`src/rtl/lru_priority_tracker.sv`:
```
// lru_priority_tracker
// Keeps the least-recently-granted priority ordering for one crossbar output
// port. Slot 0 of priority_array is the highest priority candidate. Each
// completed transfer moves its candidate to the lowest priority slot. While a
// multi-beat transfer is in progress the ordering is frozen and only the lock
// owner may continue.
//
// Ports:
//   clk            single clock, all state updates on the rising edge
//   rst_n          asynchronous active-low reset
//   prio_clear     synchronous restore of the reset ordering and lock state
//   grant_valid    one beat of grant_number is accepted downstream this cycle
//   grant_number   index of the granted candidate
//   grant_last     the accepted beat ends the transfer
//   priority_array registered ordering, slot 0 = highest priority
//   lock           registered, a multi-beat transfer is in progress
//   locked_number  registered, owner of the lock (meaningful while lock=1)
//   protocol_err   registered one-cycle pulse per illegal grant event
module lru_priority_tracker #(
    parameter  int candidate = 2,
    localparam int IDW       = $clog2(candidate)
) (
    input  logic           clk,
    input  logic           rst_n,
    input  logic           prio_clear,
    input  logic           grant_valid,
    input  logic [IDW-1:0] grant_number,
    input  logic           grant_last,
    output logic [IDW-1:0] priority_array [0:candidate-1],
    output logic           lock,
    output logic [IDW-1:0] locked_number,
    output logic           protocol_err
);

    typedef enum logic {
        IDLE   = 1'b0,
        LOCKED = 1'b1
    } state_t;

    // One extra bit so the candidate count itself is representable.
    localparam logic [IDW:0] CAND_L = (IDW+1)'(candidate);

    state_t         state_r;
    state_t         state_next_s;
    logic [IDW-1:0] owner_r;
    logic [IDW-1:0] owner_next_s;
    logic           err_r;
    logic           err_next_s;
    logic           commit_s;
    logic           legal_s;
    logic           past_s;
    logic [IDW-1:0] prio_r [0:candidate-1];
    logic [IDW-1:0] lru_s  [0:candidate-1];

    // An index is legal only when it names an existing candidate.
    function automatic logic is_legal(input logic [IDW-1:0] idx);
        return ({1'b0, idx} < CAND_L);
    endfunction

    // Next-state, lock owner, error pulse and commit decision.
    always_comb begin
        state_next_s = state_r;
        owner_next_s = owner_r;
        err_next_s   = 1'b0;
        commit_s     = 1'b0;
        legal_s      = is_legal(grant_number);
        if (prio_clear) begin
            // Clear wins; a same-cycle grant is silently discarded.
            state_next_s = IDLE;
            owner_next_s = '0;
        end else if (!grant_valid) begin
            state_next_s = state_r;
        end else if (!legal_s) begin
            err_next_s = 1'b1;
        end else begin
            case (state_r)
                IDLE: begin
                    if (grant_last) begin
                        commit_s = 1'b1;
                    end else begin
                        state_next_s = LOCKED;
                        owner_next_s = grant_number;
                    end
                end
                LOCKED: begin
                    if (grant_number != owner_r) begin
                        // Interloper: ignored, flagged, lock untouched.
                        err_next_s = 1'b1;
                    end else if (grant_last) begin
                        commit_s     = 1'b1;
                        state_next_s = IDLE;
                    end else begin
                        state_next_s = LOCKED;
                    end
                end
                default: begin
                    state_next_s = IDLE;
                    owner_next_s = '0;
                end
            endcase
        end
    end

    // LRU move-to-back: every slot at or after the granted entry takes its
    // successor, and the last slot receives the granted index. When the
    // granted index is already last the result equals the current array.
    always_comb begin
        past_s = 1'b0;
        for (int i = 0; i < candidate - 1; i++) begin
            past_s   = past_s | (prio_r[i] == grant_number);
            lru_s[i] = past_s ? prio_r[i+1] : prio_r[i];
        end
        lru_s[candidate-1] = grant_number;
    end

    // Control state registers.
    always_ff @(posedge clk or negedge rst_n) begin
        if (!rst_n) begin
            state_r <= IDLE;
            owner_r <= '0;
            err_r   <= 1'b0;
        end else begin
            state_r <= state_next_s;
            owner_r <= owner_next_s;
            err_r   <= err_next_s;
        end
    end

    // Priority ordering register.
    always_ff @(posedge clk or negedge rst_n) begin
        if (!rst_n) begin
            for (int i = 0; i < candidate; i++) begin
                prio_r[i] <= IDW'(i);
            end
        end else if (prio_clear) begin
            for (int i = 0; i < candidate; i++) begin
                prio_r[i] <= IDW'(i);
            end
        end else if (commit_s) begin
            prio_r <= lru_s;
        end else begin
            prio_r <= prio_r;
        end
    end

    // Outputs come straight from registers.
    always_comb begin
        for (int i = 0; i < candidate; i++) begin
            priority_array[i] = prio_r[i];
        end
    end

    assign lock          = (state_r == LOCKED);
    assign locked_number = owner_r;
    assign protocol_err  = err_r;

endmodule

```
`config.mk`:
```
export PLATFORM = sky130hd
export DESIGN_NAME = lru_priority_tracker
export DESIGN_NICKNAME = d
export VERILOG_FILES = /design/src/rtl/lru_priority_tracker.sv
export SDC_FILE = /design/constraint.sdc
export NUM_CORES = 1
export LEC_CHECK = 0
export ABC_AREA = 0
export BUFFER_PORTS_ARGS = -buffer_cell sky130_fd_sc_hd__buf_2
export CAP_MARGIN = 25
export CORE_AREA = 2 2 39 41
export CTS_BUF_LIST = sky130_fd_sc_hd__clkbuf_8
export CTS_CLUSTER_DIAMETER = 200
export DETAILED_ROUTE_END_ITERATION = 6
export DIE_AREA = 0 0 41 43
export PLACE_DENSITY = 0.46
export SLEW_MARGIN = 20
export SYNTH_ARGS = -nofsm -noshare
export SYNTH_HDL_FRONTEND = slang
export SYNTH_SLANG_ARGS = --single-unit
```
`constraint.sdc`:
```
create_clock -name clk -period 3.92 [get_ports clk]
set_clock_uncertainty 0.15 [all_clocks]
set_input_delay 0.784 -clock clk [delete_from_list [all_inputs] [get_ports clk]]
set_output_delay 0.784 -clock clk [all_outputs]
set_load 0.01 [all_outputs]
```
======== Yosys cells after proc, flatten, opt, wreduce, memory -nomap -nowiden ========
Index checks and enable logic that the tools add are counted.
Widths: inputs -> output; s select.
storage, ports and cells
  bits in registers ....................... 5
  latch bits .............................. 0
  bits in writable memories ............... 0
  ROM bits ................................ 0
  output and inout port bits .............. 5
  logic and storage cells ................. 36
  memories kept ........................... 0
operators by class
  $add $sub $neg .......................... 0
  multipliers ............................. 0
  div/mod/pow operators ................... 0
  magnitude comparators ................... 0
  equality and inequality tests ........... 4
  shift-type cells ........................ 0
  muxes and demuxes ....................... 21
  bitwise logic cells ..................... 1
  reductions and logical operators ........ 5
operators with widths
  kind                count
  $mux 1              17
  $reduce_bool 2->1   3
  $mux 2              2
  $ne 2x2->1 const B  2
  $pmux 1 s2          2
  $reduce_and 3->1    1
  $reduce_and 2->1    1
  $eq 1x1->1          1
  $ne 1x1->1          1
  $not 1->1           1

======== Logic depth before layout (Yosys ltp) ========
  depth in word-level cells ............... 7
  gate-level depth with buffers ........... 3
  mapped depth without buffers ............ 3

======== Worst setup path after synthesis ========
OpenSTA, ideal clock, no wires.
  path type ............................... input to register
  from .................................... input port grant_valid
  to ...................................... register prio_r, in the netlist priority_array[1]
  arrival time ............................ 1300 ps
  path slack .............................. 2393 ps
  stages .................................. 3
  cell sequence ........................... and2_2 a41o_1 a21oi_1
between the ends
  word-level cells in the longest chain between the ends .. 4
ends and longest elaborated chain
  element                         RTL line  source
  start: declaration              26        input logic grant_valid,
  $mux 1                          71        end else if (!grant_valid) begin
  $mux 1                          67        if (prio_clear) begin
  $reduce_bool 2->1 (no line)     n/a
  $reduce_and 2->1 (no line)      n/a
  end signal: indexed assignment  133       prio_r[i] <= IDW'(i);
  end signal: indexed assignment  137       prio_r[i] <= IDW'(i);
  end signal: assignment          140       prio_r <= lru_s;
  end: declaration                52        logic [IDW-1:0] prio_r [0:candidate-1];
Every way passes these cells.
A chain may end at the register's enable or synchronous reset.

======== Final worst setup path ========
  from .................................... register prio_r, in the netlist priority_array[0]
  to ...................................... output port priority_array[0] (netlist name)
RTL lines
  element           RTL line  source
  end: declaration  29        output logic [IDW-1:0] priority_array [0:candidate-1],
No word-level cell between the ends.

==> metrics.md <==
| Metric | Value |
|---|---|
| Worst-Skew Late Latency | 220 ps |
| Max-cap violations | 0 |
| Port bufs | 10 |
| Crit-path max cell delay | about 530 ps |
| Crit-path slowest cell | dfstp_2 |
| CTS resizes | 0 |
| Top Ports | 11 |
| Reg2reg start | priority_array[0] |
| Yosys cell types | 17 |
| Hold Crit Class | in -> async |
| Worst Path Required | 2990 ps |
| DPL Wire Length | roughly 420 um |
| Static leakage | about 0.18 nW |
| Post-Syn Area per Cell | between 10 and 15 um2 |
| Final min period | about 1800 ps |
| Met2 Usage GRT | 0.109 |
| Final Util | 0.267 |
| H-Tree Depth | 1 |
| GRT Total Usage | 0.0824 |
| Fmax | 0.552 GHz |
| Top Usage Layer GRT | met2 |
| Largest net degree at the start of global routing | 8 |
| 1st-iter DRT viols | 2 |
| Drt wl/cell | around 9.6 um |
| Ys Warns | 0 |
| Max-slew violation count | 0 |
| Status | finished, final reports clean |
| Worst setup EP type | output port |
| Post-synthesis cell count | 25 |
| Critical Path Source Type | flop |
| GPL Wtd Cong | around 0.65 |
| CTS tree | yes |
| Setup slack, reg-to-reg | roughly 2600 ps |
| Final setup fails | 0 |
| GR Layer Usage met3 | 0.0942 |
| Die Y | around 43 um |
| Seq/Total Area, Yosys | 0.498 |
| DRC | 0 |
| DIE WIDTH | ~40 um |
| Hold Fails Final Rpt | 0 |
| Share of cells above drive strength 1 | 0.385 |
| First-pass detailed-route iteration total | 2 |
| Post CTS Setup Buffer Count | 0 |
| Vias in the first global route | 227 |
| ANT cells | 0 |
| Final net count | 46 |
| CP arrival | just under 900 ps |
| CP max FO | 3 |
| Gr ovfl total | 0 |
| Area growth syn-to-layout | 45.3% |
| Max_slew headroom | 0.753 |
| Crit path buf inv count | 1 |
| Clk pin slew, worst setup/hold paths | roughly 40 ps |
| Detail Route Antenna Nets | 0 |
| Maximum vdd drop | between 0.15 and 0.2 mV |
| Top cell family by delay on the critical path | flip-flops |
| Reg2Reg Depth | 3 |
| CTS sink count | 5 |
| Starting Density | 0.184 |
| Total Die Area | roughly 1800 um2 |
| Filler cells | approximately 160 |
| Total number of vias | between 200 and 250 |
| First-pass GRT wire length | 876 um |
| Hold-fix buffers, CTS | 0 |
| Cells along the critical path | buf_2 |
| Worst flop-to-flop path endpoint | priority_array[1] |
| Met1 Use GR | 0.0839 |
| Number of instances in the placed design | 51 |
| Core box area | 1380 um2 |
| Rows | 14 |
| Antenna violations before repair | 0 |
| Crit Path Class | reg -> out |
| Vias per cell | between 4 and 5 |
| Syn_nets | 31 |
| Worst-Margin Slew | 362 ps |
| PwrDens | between 400 and 500 nW/um2 |
| Wirelength, routed | between 500 and 600 um |
| Mapped Area | approximately 250 um2 |
| Final Non-Filler Cells | 55 |
| Clock Path Buffers | 2 |
| Unrepaired setup endpoints after global routing | no |
| Root Driver | clkbuf_8 |
| Fin crit share | 0.462 |
| Synthesized flop and latch total | 5 |
| Setup TNS | 0 ps |
| CTS Buf Count | 3 |
-- Yosys cell counts, drive strengths merged --
| master | count | share of area |
|---|---|---|
| nor3 | 1 | 0.020 |
| and2 | 1 | 0.030 |
| inv | 3 | 0.044 |
| nor3b | 1 | 0.030 |
| nand2 | 2 | 0.030 |
| a21oi | 2 | 0.039 |
| xnor2 | 1 | 0.034 |
| a211oi | 1 | 0.030 |
| nand2b | 1 | 0.025 |
| a41o | 1 | 0.039 |
| a311oi | 1 | 0.034 |
| dfstp | 1 | 0.10 |
| a2111o | 1 | 0.044 |
| dfrtp | 4 | 0.39 |
| nor2 | 2 | 0.030 |
| mux2i | 1 | 0.039 |
| a2111oi | 1 | 0.034 |
-- worst register-to-register path: stages (launching register included) --
cell and delay, ps:
dfstp_2 530, inv_1 50, a2111o_1 370, a21oi_1 130
-- how the worst max path moves through the flow --
stage                       from                 to  slack, ps  cells after the start
6_report       priority_array[0]  priority_array[0]       2110                      1
5_1_grt        priority_array[0]  priority_array[0]       2070                      1
4_1_cts        priority_array[0]  priority_array[0]       2100                      1
3_5_place_dp         grant_valid  priority_array[1]       2210                      4
3_3_place_gp         grant_valid  priority_array[1]       2220                      4
2_1_floorplan        grant_valid  priority_array[1]       2390                      3
-- placed cells by master (no fill, tap or decap), drive strengths merged, types with 2 or more instances in the layout --
cell / count
nor2: 2
dfrtp: 4
nand2: 2
inv: 4
clkbuf: 3
a21oi: 2
buf: 10
-- sequential cells by signal (all words and copies together), names as in the netlist --
| register | flops |
|---|---|
| priority_array | 2 |
| protocol_err | 1 |
| lock | 1 |
| locked_number | 1 |
-- where the power goes --
part           leakage (nW)  internal [mW]  total [mW]  switching, mW
Clock                0.0269         0.0670      0.0910         0.0240
Combinational        0.0874        0.00787      0.0173        0.00942
Sequential           0.0649         0.0548      0.0574        0.00256
Total                 0.179          0.130       0.166         0.0360
-- cell families after synthesis --
family | synth area share
buffers and inverters | 0.0443
flip-flops | 0.498
XOR/XNOR | 0.0345
multiplexers | 0.0394
AO/OA/AOI/OAI | 0.222
AND/OR/NAND/NOR | 0.163
-- layer usage --
| metal | vias to the layer above | wire length, um |
|---|---|---|
| met5 | - | 0 |
| met4 | 0 | 0 |
| met3 | 0 | 56 |
| met2 | 7 | 261 |
| met1 | 101 | 208 |
| li1 | 118 | - |
-- through the flow --
step	area [um2]	hold slack [ps]	worst slack (ps)	power, mW
floorplan	254	338	2390	0.0664
global placement	324	452	2220	0.0760
detailed placement	324	453	2210	0.0756
CTS	369	220	2100	0.170
global route	369	224	2070	0.180
finish	369	227	2110	0.166
-- cell type report --
type,instances,area [um2],share of cell area
Timing Repair Buffer,10,50.0,0.136
Clock buffer,3,41.3,0.112
Multi-Input combinational cell,17,116,0.315
Clock inverter,1,3.75,0.0102
Sequential cell,5,126,0.342
Tap cell,16,20.0,0.0542
Inverter,3,11.3,0.0305
Power figures use the tool's default switching activity.
